## src/rtl/case_conv_pkg.sv

```systemverilog
// Shared types and byte-range constants for the streaming ASCII case converter.
package case_conv_pkg;

    localparam int unsigned CC_BYTE_W = 8;

    typedef enum logic [1:0] {
        CC_PASS   = 2'd0,
        CC_UPPER  = 2'd1,
        CC_LOWER  = 2'd2,
        CC_TOGGLE = 2'd3
    } cc_mode_e;

    typedef enum logic {
        CC_IDLE   = 1'b0,
        CC_IN_PKT = 1'b1
    } cc_state_e;

    localparam logic [CC_BYTE_W-1:0] CC_UPPER_LO = 8'h41;
    localparam logic [CC_BYTE_W-1:0] CC_UPPER_HI = 8'h5A;
    localparam logic [CC_BYTE_W-1:0] CC_LOWER_LO = 8'h61;
    localparam logic [CC_BYTE_W-1:0] CC_LOWER_HI = 8'h7A;
    localparam logic [CC_BYTE_W-1:0] CC_CASE_BIT = 8'h20;

    function automatic logic cc_in_range(input logic [CC_BYTE_W-1:0] b,
                                         input logic [CC_BYTE_W-1:0] lo,
                                         input logic [CC_BYTE_W-1:0] hi);
        return (b >= lo) && (b <= hi);
    endfunction

endpackage

```

## src/rtl/case_conv_lane.sv

```systemverilog
// Single-byte case converter: applies the selected mode to one ASCII byte.
module case_conv_lane
    import case_conv_pkg::*;
(
    input  logic [7:0] data,
    input  logic [1:0] mode,
    output logic [7:0] result,
    output logic       changed
);

    logic is_upper;
    logic is_lower;

    assign is_upper = cc_in_range(data, CC_UPPER_LO, CC_UPPER_HI);
    assign is_lower = cc_in_range(data, CC_LOWER_LO, CC_LOWER_HI);

    // Only letters are ever touched; bit 5 is the case bit.
    always_comb begin
        result = data;
        case (cc_mode_e'(mode))
            CC_UPPER:  if (is_lower) result = data & ~CC_CASE_BIT;
            CC_LOWER:  if (is_upper) result = data | CC_CASE_BIT;
            CC_TOGGLE: if (is_upper || is_lower) result = data ^ CC_CASE_BIT;
            default:   result = data;
        endcase
        changed = (result != data);
    end

endmodule

```

## src/rtl/case_conv_stream.sv

```systemverilog
// Streaming LANES-wide ASCII case converter with per-packet mode and skid buffer.
// Optional conv_count output enabled by defining CASE_CONV_COUNT_EN.
module case_conv_stream
    import case_conv_pkg::*;
#(
    parameter int unsigned LANES = 4
) (
    input  logic               clk,
    input  logic               rst,
    input  logic [1:0]         mode,
    input  logic               in_valid,
    output logic               in_ready,
    input  logic [8*LANES-1:0] in_data,
    input  logic               in_last,
    output logic               out_valid,
    input  logic               out_ready,
    output logic [8*LANES-1:0] out_data,
    output logic               out_last
`ifdef CASE_CONV_COUNT_EN
    ,
    output logic [31:0]        conv_count
`endif
);

    localparam int unsigned DW = 8 * LANES;
    localparam int unsigned CW = $clog2(LANES + 1);

    cc_state_e        state;
    cc_mode_e         pkt_mode;
    logic [1:0]       cur_mode;
    logic [DW-1:0]    conv_data;
    logic [LANES-1:0] lane_chg;

    logic             skid_valid;
    logic [DW-1:0]    skid_data;
    logic             skid_last;

    logic             accept;
    logic             drain;
    logic             out_free;
    logic             skid_next;

    assign accept    = in_valid && in_ready;
    assign drain     = out_valid && out_ready;
    assign out_free  = !out_valid || out_ready;
    assign skid_next = !out_free && (skid_valid || accept);

    // The first beat of a packet converts with the live mode; later beats use the latched one.
    assign cur_mode = (state == CC_IDLE) ? mode : pkt_mode;

    for (genvar i = 0; i < LANES; i++) begin : g_lane
        case_conv_lane u_lane (
            .data    (in_data[8*i +: 8]),
            .mode    (cur_mode),
            .result  (conv_data[8*i +: 8]),
            .changed (lane_chg[i])
        );
    end

    // Packet framing FSM.
    always_ff @(posedge clk) begin
        if (rst) begin
            state    <= CC_IDLE;
            pkt_mode <= CC_PASS;
        end else if (accept) begin
            case (state)
                CC_IDLE: begin
                    pkt_mode <= cc_mode_e'(mode);
                    state    <= in_last ? CC_IDLE : CC_IN_PKT;
                end
                CC_IN_PKT: begin
                    if (in_last) state <= CC_IDLE;
                end
                default: state <= CC_IDLE;
            endcase
        end
    end

    // Output register plus skid; in_ready mirrors the next skid occupancy.
    always_ff @(posedge clk) begin
        if (rst) begin
            out_valid  <= 1'b0;
            out_data   <= '0;
            out_last   <= 1'b0;
            skid_valid <= 1'b0;
            skid_data  <= '0;
            skid_last  <= 1'b0;
            in_ready   <= 1'b0;
        end else begin
            if (out_free) begin
                if (skid_valid) begin
                    out_valid  <= 1'b1;
                    out_data   <= skid_data;
                    out_last   <= skid_last;
                    skid_valid <= 1'b0;
                end else if (accept) begin
                    out_valid <= 1'b1;
                    out_data  <= conv_data;
                    out_last  <= in_last;
                end else begin
                    out_valid <= 1'b0;
                end
            end else if (accept) begin
                skid_valid <= 1'b1;
                skid_data  <= conv_data;
                skid_last  <= in_last;
            end
            in_ready <= !skid_next;
        end
    end

`ifdef CASE_CONV_COUNT_EN
    logic [CW-1:0] chg_cnt;
    logic [CW-1:0] out_nchg;
    logic [CW-1:0] skid_nchg;
    logic [32:0]   cnt_sum;

    always_comb begin
        chg_cnt = '0;
        for (int i = 0; i < LANES; i++) begin
            chg_cnt = chg_cnt + CW'(lane_chg[i]);
        end
    end

    assign cnt_sum = {1'b0, conv_count} + 33'(out_nchg);

    // Changed-byte tallies travel with their beat; the counter advances on the output handshake.
    always_ff @(posedge clk) begin
        if (rst) begin
            out_nchg   <= '0;
            skid_nchg  <= '0;
            conv_count <= '0;
        end else begin
            if (out_free) begin
                if (skid_valid) out_nchg <= skid_nchg;
                else if (accept) out_nchg <= chg_cnt;
            end else if (accept) begin
                skid_nchg <= chg_cnt;
            end
            if (drain) conv_count <= cnt_sum[32] ? 32'hFFFF_FFFF : cnt_sum[31:0];
        end
    end
`else
    logic unused_chg;
    logic unused_drain;
    assign unused_chg   = ^lane_chg;
    assign unused_drain = drain;
`endif

endmodule

```

## config.mk

```make
export PLATFORM = sky130hd
export DESIGN_NAME = case_conv_stream
export DESIGN_NICKNAME = d
export VERILOG_FILES = /design/src/rtl/case_conv_pkg.sv /design/src/rtl/case_conv_lane.sv /design/src/rtl/case_conv_stream.sv
export SDC_FILE = /design/constraint.sdc
export NUM_CORES = 1
export LEC_CHECK = 0
export BUFFER_PORTS_ARGS = -buffer_cell sky130_fd_sc_hd__buf_2
export CAP_MARGIN = 30
export CORE_ASPECT_RATIO = 0.6
export CORE_MARGIN = 2
export CORE_UTILIZATION = 35
export CTS_CLUSTER_SIZE = 24
export DETAILED_ROUTE_END_ITERATION = 8
export PLACE_DENSITY = 0.64
export RECOVER_POWER = 25
export SLEW_MARGIN = 30
export SYNTH_ARGS = -nofsm -noshare
export SYNTH_HDL_FRONTEND = slang
export SYNTH_SLANG_ARGS = --single-unit
```

## constraint.sdc

```tcl
create_clock -name clk -period 1.35 [get_ports clk]
set_input_delay 0.3375 -clock clk [delete_from_list [all_inputs] [get_ports clk]]
set_output_delay 0.3375 -clock clk [all_outputs]
set_load 0.05 [all_outputs]
```

Word level (Yosys, flattened, before mapping):

Cells that the tools add are included.

* order comparisons: 16
* equal/unequal tests: 3
* multiplexer cells: 24
* bitwise gates (word level): 5
* reduce and logical (&&, ||, !) cells: 23

Operators with widths (number)
* 6-bit two-way mux: 12
* 6-bit one-hot mux with 3 select lines: 4
* 8-bit by 7-bit greater-or-equal comparator with 1-bit output (second input constant): 8
* 8-bit by 7-bit <= comparator with 1-bit output (second input constant): 8
* 32-bit two-way mux: 2
* 1-bit logical AND: 10
* 1-bit logical OR: 6
* 1-bit two-way mux: 5
* 1-bit inverter: 5
* 2-bit == test (second input constant): 2
* 2-bit AND reduction: 2
* 1-bit zero test: 3
* 2-bit by 1-bit == test with 1-bit output (second input constant): 1
* 2-bit two-way mux: 1
* 2-bit nonzero test: 1
* 2-bit OR reduction: 1

* flip-flop bits (word level): 72
* bits of input ports: 39
* output and inout port bits: 35
* word-level logic and storage cells: 80

Depth between registers and ports, before layout:

Gate-level depths: netlist (run 1).

* depth after elaboration: 7
* depth in mapped cells: 6
* gate-level depth less buffers: 4

Cells and area by module:

Synthesis (run 1) repeated with hierarchy kept, for this count alone.

* cells, all modules: 392
* area, all modules: 3520.9 um^2

Modules (own cells, without submodules)
* case_conv_stream: times used 1, cells an instance 324, area an instance 3055.4 um^2, seq. area each 1441.4 um^2
* case_conv_lane: times used 4, cells an instance 17, area an instance 116.4 um^2, seq. area each 0.0 um^2

Worst setup path before layout (run 1):

No wires, ideal clock.

* path kind: reg-to-reg
* start: reg in_ready
* end: reg skid_data[21]
* library setup time: 0.074 ns
* arrival time: 1.680 ns
* data required time: 1.276 ns
* setup slack: -0.404 ns
* cell stages (with the launch flop): 6
* buffers on the path: 1
* clock period less this slack: 1.754 ns
* cell sequence: dfxtp_1 > and2_1 > buf_2 > nand2_2 > or4_1 > a31oi_1

* longest elaborated chain between the ends: 2

RTL lines
* from (decl): line case_conv_stream.sv:12 `output logic in_ready,`
* from (signal assigned): line case_conv_stream.sv:108 `in_ready <= !skid_next;`
* 1-bit logical AND: line case_conv_stream.sv:43 `assign accept = in_valid && in_ready;`
* 2-bit AND reduction (no source line)
* to (signal assigned): line case_conv_stream.sv:105 `skid_data <= conv_data;`
* to (decl): line case_conv_stream.sv:35 `logic [DW-1:0] skid_data;`

No other way between the ends.
A chain may end at the register's enable or synchronous reset.

Worst setup path in the final report (run 1):

* start: reg state
* end: reg skid_data[5]

* longest elaborated chain between the ends: 3
* elaborated cells on any way between the ends: 5
* those cells by class: 3 x eq/ne; 2 x mux

RTL lines
* from (decl): line case_conv_stream.sv:28 `cc_state_e state;`
* from (signal assigned): line case_conv_stream.sv:69 `state <= in_last ? CC_IDLE : CC_IN_PKT;`
* 2-bit two-way mux (*)
* 2-bit == test or 2-bit by 1-bit == test with 1-bit output (tied branches): line case_conv_lane.sv:20 `case (cc_mode_e'(mode))`
* 6-bit one-hot mux with 3 select lines (*): line case_conv_lane.sv:20

Mark *: on every way between the ends. The rest lies on a longest branch, timed or not.

==> impl_metrics.py, run 1 <==
metrics = {
    "run_status": {
        "status": "finished, violations left",
        "violations": "negative setup slack",
    },
    "min_path": {
        "min_to": "skid_data[30]",
        "hold_path_class": "input pin to flop",
        "min_path_cells": 3,
        "hold_start": "in_data[30]",
    },
    "worst_setup_path": {
        "crit_arrival_ns": 1.73,
        "crit_required_ns": 1.61,
        "r2r_slack_ns": -0.11,
        "critPathKind": "flop to flop",
        "r2r-start": "state",
        "cp_max_fo": 4,
        "reg2reg_to": "skid_data[5]",
        "worstSetupStartpointType": "flop",
        "r2r_cells": 4,
        "end_kind": "flop",
    },
    "clock_network": {
        "holdBufCountCts": 0,
        "cts.reportedPaths.clkPinSlew_ns": 0.06,
        "cts.htree.levels": 3,
        "cts_buffers": 9,
        "root_buffer": "clkbuf_16",
        "cts_tree": "yes",
        "clock_latency_ns": 0.34,
        "clockBufferDepth": 2,
        "cts_num_sinks": 72,
    },
    "floorplanning": {
        "die_h_um": 77.1,
        "num_rows": 26,
        "start_util": 0.363,
        "fp.dieW_um": 126,
        "io_pins": 74,
        "die_area_um2": 9710,
        "core_um2": 8590,
    },
    "drt": {
        "wl_per_cell_um": 17.2,
        "routed_via_density": 5.29,
        "num_vias": 3182,
        "drt_pre_antenna_iters": 4,
        "drt_iter0_drc": 152,
        "ant_nets": 0,
        "wirelength_mm": 10.4,
        "drc": 0,
    },
    "logic_synthesis": {
        "ys_warn_count": 0,
        "synth_cells": 365,
        "yosysSeqAreaShare": 0.462,
        "syn_area_per_cell_um2": 8.55,
        "yosys_register_bits": 72,
        "synthFlopType": "dfxtp_1",
        "synth_async_sr_flop_share": 0,
        "netlist_area_um2": 3120,
        "synth-edff-count": 0,
        "synth_cell_types": 36,
        "syn_nets": 404,
    },
    "pwr": {
        "pwr-share-clk": 0.399,
        "comb_power_share": 0.202,
        "switching_share": 0.290,
        "finalPower_mw": 5.71,
        "p_per_area_nw_per_um2": 1160,
        "switching_power_mw": 1.66,
        "vdd_drop_max_mv": 0.634,
        "p_int_mw": 4.05,
        "p_leak_nw": 1.87,
        "seqPwrFrac": 0.400,
    },
    "timing": {
        "rsz0062_at_grt": "yes",
        "slew_viol_final": 0,
        "fin_ws_ns": -0.114,
        "setup_viol": 12,
        "finalSetupTns_ns": -0.588,
        "skew_ns": 0.00389,
        "worst_pin_slew_ns": 0.442,
        "fin_crit_ns": 1.46,
        "fin_crit_sh": 1.08,
        "max_freq_ghz": 0.683,
        "slew_headroom": 0.705,
        "final-hold-violation-count": 0,
    },
    "finish": {
        "fin_util": 0.573,
        "fin_cells": 601,
        "drive_gt1_frac": 0.476,
        "diodes": 0,
        "fill_cells": 750,
        "finalInstanceArea_um2": 4920,
        "final_nets": 523,
        "synthToLayoutAreaGrowth_pct": 57.8,
    },
    "placed_design": {
        "dp.cells": 569,
        "dp_hpwl_mm": 6.16,
        "placed_area_um2": 3960,
        "io_buffer_count": 73,
        "gp_congestion": 0.760,
    },
    "global_routing": {
        "grt_max_degree": 26,
        "grt_first_pass_wirelength_mm": 14.4,
        "globalRouteOverflowTotal": 0,
        "grt_pass1_vias": 2869,
        "grt_use_total": 0.189,
        "antenna_found_initial": 1,
    },
    "flow_run": {
        "max_cap_viol_count": 0,
    },
}
-- logic make-up after synthesis --
| group | count (synthesis) | share of synthesized area |
|---|---|---|
| multiplexers | 31 | 0.0995 |
| AO/OA/AOI/OAI | 92 | 0.196 |
| buffers and inverters | 26 | 0.0341 |
| flip-flops | 72 | 0.462 |
| AND/OR/NAND/NOR | 144 | 0.209 |
-- cell type report --
type,count,area (µm²),share of cell area
multi-input cells,267,1950,0.397
repair buffers,133,1080,0.220
clock buffers,13,270,0.0549
well taps,112,140,0.0285
flip-flops and latches,72,1460,0.296
inverters,1,3.75,0.000763
clock inverters,3,15.0,0.00305
-- stage by stage --
stage | worst slack, ns | hold slack, ns
2_1_floorplan | -0.116 | 0.436
3_3_place_gp | -0.302 | 0.441
3_5_place_dp | -0.361 | 0.447
4_1_cts | -0.105 | 0.250
5_1_grt | -0.149 | 0.273
6_report | -0.114 | 0.268
-- critical path, stage by stage (launching register included) --
cell     delay (ns)
dfxtp_4        0.37
mux2i_4        0.22
buf_6          0.15
or4_4          0.50
a31oi_1        0.15
-- sequential cells by signal (all words and copies together), names as in the netlist --
register,flops
skid_data,32
pkt_mode,2
out_valid,1
in_ready,1
state,1
out_data,32
skid_valid,1
skid_last,1
out_last,1
-- per-layer routing --
layer,vias up,part of all wire,global-route usage
met2,103,0.45,0.284
met1,1522,0.47,0.255
met3,14,0.070,0.0649
li1,1543,-,-
met5,-,0,0
met4,0,0.012,0.0571
-- power by group through the flow --
stage	Clock [mW]	Sequential, mW	Combinational [mW]
6_report	2.28	2.28	1.15
5_1_grt	2.39	2.29	1.22
3_5_place_dp	0	2.31	0.875
4_1_cts	2.32	2.26	0.949
3_3_place_gp	0	2.31	0.861
2_1_floorplan	0	2.57	0.279
-- cells in the mapped netlist, drive strengths merged, types with 2 or more instances --
library cell / number / area share
nor2b: 8 / 0.016
nor3: 8 / 0.013
or4b: 3 / 0.0096
nand2: 66 / 0.080
o221ai: 3 / 0.010
or3: 2 / 0.0040
a2111oi: 2 / 0.0056
or4: 4 / 0.011
clkbuf: 17 / 0.020
mux2i: 31 / 0.099
or2: 2 / 0.0040
a32o: 3 / 0.0096
o21ai: 6 / 0.0096
buf: 8 / 0.012
nand2b: 2 / 0.0040
a211oi: 31 / 0.075
dfxtp: 72 / 0.46
a31oi: 3 / 0.0060
nor2: 43 / 0.052
a21oi: 38 / 0.062
o211ai: 3 / 0.0072
-- cells in the final DEF (no fill, tap or decap), types with 4 or more instances in the layout --
cell	instances
dfxtp_1	68
nand2_1	65
buf_2	63
buf_4	38
mux2i_1	29
a21oi_1	29
a211oi_2	28
nor2_2	18
clkbuf_16	16
nor2_1	14
nor2_4	11
nor3_1	8
a21oi_2	8
clkbuf_4	8
buf_6	8
buf_12	6
o21ai_0	5
nor2b_1	5
dfxtp_4	4
-- worst max-delay path by stage --
stage                            from           end  slack, ns  cells past startpoint
after floorplan            in_data[0]   out_data[5]      -0.12                      4
after global placement    in_data[16]  out_data[21]      -0.30                      5
after detailed placement  in_data[16]  out_data[21]      -0.36                      5
after CTS                       state  skid_data[5]      -0.11                      4
after global routing            state  out_data[13]      -0.15                      4
final                           state  skid_data[5]      -0.11                      4
-- what timing repair did --
| item | 4_1_cts | 5_1_grt |
|---|---|---|
| pin swaps | 13 | 34 |
| setup buffers | 8 | 1 |
| hold endpoints to repair | 0 | 0 |
| gates resized for setup | 29 | 82 |
| endpoints found under the setup margin | 39 | 57 |
| gates cloned | 1 | 9 |
(Power assumes the default switching activity.)
==> inputs of run 2 (changes only) <==
--- a/config.mk
+++ b/config.mk
@@ -10,6 +10,8 @@
 export CORE_ASPECT_RATIO = 0.6
 export CORE_MARGIN = 2
 export CORE_UTILIZATION = 35
+export CTS_BUF_LIST = sky130_fd_sc_hd__clkbuf_8 sky130_fd_sc_hd__clkbuf_16
+export CTS_CLUSTER_DIAMETER = 200
 export CTS_CLUSTER_SIZE = 24
 export DETAILED_ROUTE_END_ITERATION = 8
 export PLACE_DENSITY = 0.64
==> run 2 against run 1 <==
Effect of this change:
- clock skew is essentially flat
- largest cell class unchanged
- wire length is essentially flat
- clock power is essentially flat
- the run still ends with negative setup slack left
- die area is the same
- sequential share of layout area is the same
- combinational power is essentially flat
- final area is the same
- worst setup slack is essentially flat
==> impl_metrics.py, run 2 (synthesis results as in run 1) <==
metrics = {
    "timing": {
        "skew_ns": 0.00389,
        "fin_crit_sh": 1.08,
        "slew_headroom": 0.705,
        "worst_pin_slew_ns": 0.442,
        "max_freq_ghz": 0.683,
        "fin_ws_ns": -0.114,
        "slew_viol_final": 0,
        "fin_crit_ns": 1.46,
        "rsz0062_at_grt": "yes",
        "setup_viol": 12,
        "final-hold-violation-count": 0,
    },
    "worst_setup_path": {
        "reg2reg_to": "skid_data[5]",
        "r2r_cells": 4,
        "end_kind": "flop",
        "cp_slowest_cell": "or4_4",
        "cp_cell_sequence": "mux2i_4, buf_6, or4_4, a31oi_1",
        "worstSetupStartpointType": "flop",
        "crit_arrival_ns": 1.73,
        "r2r-start": "state",
        "cp-startpoint": "state",
        "cp-endpoint": "skid_data[5]",
        "cp_max_fo": 4,
        "critPathKind": "flop to flop",
        "cpPeakStageDelay_ns": 0.50,
        "crit_required_ns": 1.61,
        "r2r_slack_ns": -0.11,
    },
    "clock_network": {
        "cts.reportedPaths.clkPinSlew_ns": 0.06,
        "clock_latency_ns": 0.34,
        "clockBufferDepth": 2,
        "holdBufCountCts": 0,
        "root_buffer": "clkbuf_16",
        "cts.htree.levels": 3,
        "cts_buffers": 9,
        "cts_num_sinks": 72,
        "cts_tree": "yes",
    },
    "floorplanning": {
        "die_h_um": 77.1,
        "io_pins": 74,
        "num_rows": 26,
        "fp.dieW_um": 126,
        "die_area_um2": 9710,
        "core_um2": 8590,
        "start_util": 0.363,
    },
    "placed_design": {
        "dp_hpwl_mm": 6.16,
        "gp_congestion": 0.760,
        "io_buffer_count": 73,
        "placed_area_um2": 3960,
    },
    "finish": {
        "final_common_cell": "dfxtp_1",
        "layout_common_cells": "dfxtp_1 (68), nand2_1 (65), buf_2 (63)",
        "finalInstanceArea_um2": 4920,
        "synthToLayoutAreaGrowth_pct": 57.8,
        "drive_gt1_frac": 0.476,
        "diodes": 0,
        "final_nets": 523,
        "top_regs": "out_data (32), skid_data (32), pkt_mode (2)",
    },
    "drt": {
        "drt_pre_antenna_iters": 4,
        "drt_iter0_drc": 151,
        "routed_via_density": 5.30,
        "num_vias": 3188,
        "wirelength_mm": 10.4,
        "ant_nets": 0,
        "wl_per_cell_um": 17.2,
        "drc": 0,
    },
    "global_routing": {
        "grt_pass1_vias": 2869,
        "grt_max_degree": 26,
        "grt_use_total": 0.189,
        "globalRouteOverflowTotal": 0,
        "grt_first_pass_wirelength_mm": 14.4,
        "antenna_found_initial": 1,
    },
    "min_path": {
        "hold_path_class": "input pin to flop",
    },
    "pwr": {
        "p_per_area_nw_per_um2": 1160,
        "finalPower_mw": 5.70,
        "seqPwrFrac": 0.400,
        "p_leak_nw": 1.87,
        "switching_power_mw": 1.66,
        "comb_power_share": 0.202,
        "vdd_drop_max_mv": 0.634,
        "switching_share": 0.291,
        "pwr-share-clk": 0.398,
        "p_int_mw": 4.04,
    },
    "run_status": {
        "status": "finished, violations left",
        "violations": "negative setup slack",
    },
    "flow_run": {
        "max_cap_viol_count": 0,
    },
}
## run 2: changes by cell type in the layout (fill, tap and decap cells not counted)
cell,change
clkbuf_1,-1
inv_1,+1
## run 2: what timing repair did
action                                  CTS  global route
cloned                                    1             9
gates resized for setup                  29            82
pin swaps                                13            34
endpoints found under the setup margin   39            57
endpoints found under the hold margin     0             0
setup buffers                             8             1
## run 2: power by group through the flow
stage	combinational [mW]	sequential, mW	clock [mW]
after floorplan	0.279	2.57	0
after global placement	0.861	2.31	0
after detailed placement	0.875	2.31	0
after CTS	0.949	2.26	2.32
after global routing	1.22	2.29	2.39
final	1.15	2.28	2.27
## run 2: worst max-delay path, delay by kind of cell (launching register included)
kind / cells / cell delay, ns
mux: 1 / 0.22
compound gates: 1 / 0.15
buf+inv: 1 / 0.15
simple gates: 1 / 0.50
flops: 1 / 0.37
## run 2: worst min-delay path by stage
stage          cells past startpoint             to          start  slack, ns
4_1_cts                            3  skid_data[31]    in_data[31]       0.25
3_5_place_dp                       2  skid_data[27]  skid_data[27]       0.45
3_3_place_gp                       2  skid_data[23]  skid_data[23]       0.44
5_1_grt                            3  skid_data[30]    in_data[30]       0.27
2_1_floorplan                      2   skid_data[0]   skid_data[0]       0.44
6_report                           3  skid_data[30]    in_data[30]       0.27
## run 2: final cells by class
| cell class | count | area (µm²) |
|---|---|---|
| clock buffers | 12 | 267 |
| clock inverters | 4 | 18.8 |
| fillers | 750 | 3670 |
| inverters | 1 | 3.75 |
| multi-input cells | 267 | 1950 |
| flip-flops and latches | 72 | 1460 |
| well taps | 112 | 140 |
| repair buffers | 133 | 1080 |
## run 2: metrics by stage
stage | hold slack (ns) | util | std cells | worst slack (ns) | setup TNS, ns
detailed placement | 0.447 | 0.461 | 569 | -0.361 | -5.68
global route | 0.273 | 0.573 | 601 | -0.149 | -2.87
CTS | 0.250 | 0.517 | 591 | -0.105 | -0.506
floorplan | 0.436 | - | 365 | -0.116 | -0.486
finish | 0.267 | 0.573 | 601 | -0.114 | -0.587
global placement | 0.441 | 0.461 | 569 | -0.302 | -3.82
## run 2: metal layers
| metal | wire length (µm) | vias to the layer above | global-route usage |
|---|---|---|---|
| li1 | - | 1542 | - |
| met3 | 705 | 14 | 0.0649 |
| met1 | 4890 | 1527 | 0.255 |
| met2 | 4630 | 105 | 0.284 |
| met5 | 0 | - | 0 |
| met4 | 127 | 0 | 0.0571 |
==> inputs of run 3 (changes only) <==
--- a/config.mk
+++ b/config.mk
@@ -5,7 +5,7 @@
 export SDC_FILE = /design/constraint.sdc
 export NUM_CORES = 1
 export LEC_CHECK = 0
-export BUFFER_PORTS_ARGS = -buffer_cell sky130_fd_sc_hd__buf_2
+export BUFFER_PORTS_ARGS = -buffer_cell sky130_fd_sc_hd__buf_4
 export CAP_MARGIN = 30
 export CORE_ASPECT_RATIO = 0.6
 export CORE_MARGIN = 2
==> run 3 against run 2 <==
Effect of this change:
- largest cell class unchanged
- sequential power about the same
- the run still ends with negative setup slack left
- critical path type unchanged
- combinational power about the same
- final area up 1.5%
==> impl_metrics.py, run 3 (synthesis results as in run 1) <==
metrics = {
    "global_routing": {
        "grt_first_pass_wirelength_mm": 14.7,
        "grt_use_total": 0.194,
        "grt_max_degree": 26,
        "globalRouteOverflowTotal": 0,
        "antenna_found_initial": 0,
        "grt_pass1_vias": 2941,
    },
    "finish": {
        "synthToLayoutAreaGrowth_pct": 60.2,
        "drive_gt1_frac": 0.453,
        "top_regs": "out_data (32), skid_data (32), pkt_mode (2)",
        "layout_common_cells": "buf_4 (94), dfxtp_1 (68), nand2_1 (65)",
        "fin_util": 0.582,
        "final_nets": 515,
        "finalInstanceArea_um2": 5000,
        "final_common_cell": "buf_4",
        "diodes": 0,
    },
    "flow_run": {
        "max_cap_viol_count": 0,
    },
    "worst_setup_path": {
        "cpPeakStageDelay_ns": 0.51,
        "cp_max_fo": 6,
        "end_kind": "flop",
        "cp_cell_sequence": "mux2i_4, buf_6, or4_1, a31oi_1",
        "crit_required_ns": 1.61,
        "cp_slowest_cell": "or4_1",
        "crit_arrival_ns": 1.73,
        "worstSetupStartpointType": "flop",
        "critPathKind": "flop to flop",
    },
    "timing": {
        "max_freq_ghz": 0.683,
        "worst_pin_slew_ns": 0.631,
        "setup_viol": 20,
        "finalSetupTns_ns": -0.741,
        "whs_ns": 0.255,
        "rsz0062_at_grt": "yes",
        "fin_crit_ns": 1.46,
        "final-hold-violation-count": 0,
        "fin_ws_ns": -0.114,
        "slew_headroom": 0.579,
        "skew_ns": 0.00755,
        "fin_crit_sh": 1.08,
        "slew_viol_final": 0,
    },
    "placed_design": {
        "gp_congestion": 0.786,
        "placed_area_um2": 4100,
        "dp_hpwl_mm": 6.02,
        "io_buffer_count": 73,
    },
    "pwr": {
        "switching_power_mw": 1.68,
        "seqPwrFrac": 0.372,
        "pwr-share-clk": 0.442,
        "comb_power_share": 0.187,
        "p_per_area_nw_per_um2": 1230,
        "finalPower_mw": 6.17,
        "p_leak_nw": 1.89,
        "vdd_drop_max_mv": 0.648,
        "switching_share": 0.273,
        "p_int_mw": 4.48,
    },
    "drt": {
        "drt_pre_antenna_iters": 4,
        "drt_iter0_drc": 233,
        "drc": 0,
        "wirelength_mm": 9.68,
        "ant_nets": 0,
        "num_vias": 3056,
        "routed_via_density": 5.15,
        "wl_per_cell_um": 16.3,
    },
    "clock_network": {
        "cts.reportedPaths.clkPinSlew_ns": 0.06,
        "cts_buffers": 9,
        "root_buffer": "clkbuf_16",
        "cts.htree.levels": 3,
        "clock_latency_ns": 0.34,
        "clockBufferDepth": 2,
        "holdBufCountCts": 0,
        "cts_num_sinks": 72,
        "cts_tree": "yes",
    },
    "floorplanning": {
        "num_rows": 26,
        "io_pins": 74,
        "core_um2": 8590,
        "die_area_um2": 9710,
        "die_h_um": 77.1,
        "start_util": 0.363,
        "fp.dieW_um": 126,
    },
    "min_path": {
        "hold_path_class": "input pin to flop",
    },
    "run_status": {
        "status": "finished, violations left",
        "violations": "negative setup slack",
    },
}
## run 3: worst max-delay path, delay by kind of cell (launching register included)
kind / cells / cell delay (ns)
mux: 1 / 0.21
compound gates: 1 / 0.15
simple gates: 1 / 0.51
buf+inv: 1 / 0.15
flops: 1 / 0.37
## run 3: power by group through the flow
stage	Sequential [mW]	Combinational (mW)	Clock, mW
detailed placement	2.31	0.933	0
floorplan	2.57	0.279	0
CTS	2.27	0.997	2.78
global route	2.30	1.22	2.86
finish	2.29	1.15	2.72
global placement	2.31	0.922	0
## run 3: area by class of cell
type	instances	area (µm²)
inverter	1	3.75
fill	764	3590
sequential	72	1460
tap	112	140
timing repair buffer	125	1120
multi-input combinational	267	1940
clock inverter	7	111
clock buffer	9	225
## run 3: worst paths after layout
check	start	to	slack (ns)	cells past startpoint
worst max-delay path	state	skid_data[5]	-0.11	4
worst min-delay path	in_data[30]	skid_data[30]	0.26	3
worst max register to register	state	skid_data[5]	-0.11	4
worst min register to register	skid_data[23]	skid_data[23]	0.45	2
## run 3: metrics by stage
step / setup slack (ns) / instances
2_1_floorplan: -0.116 / 365
3_3_place_gp: -0.315 / 565
3_5_place_dp: -0.381 / 565
4_1_cts: -0.100 / 587
5_1_grt: -0.134 / 593
6_report: -0.114 / 593
## run 3: what timing repair did
action / CTS / global route
buffers inserted: 5 / 1
cloned: 1 / 6
pin swaps: 6 / 31
resized for setup: 16 / 84
setup endpoints to repair: 36 / 56
## run 3: metal layers
layer	wire, µm	global-route usage
met5	0	0
met4	28	0.0363
met3	562	0.0747
met2	4310	0.295
met1	4780	0.266
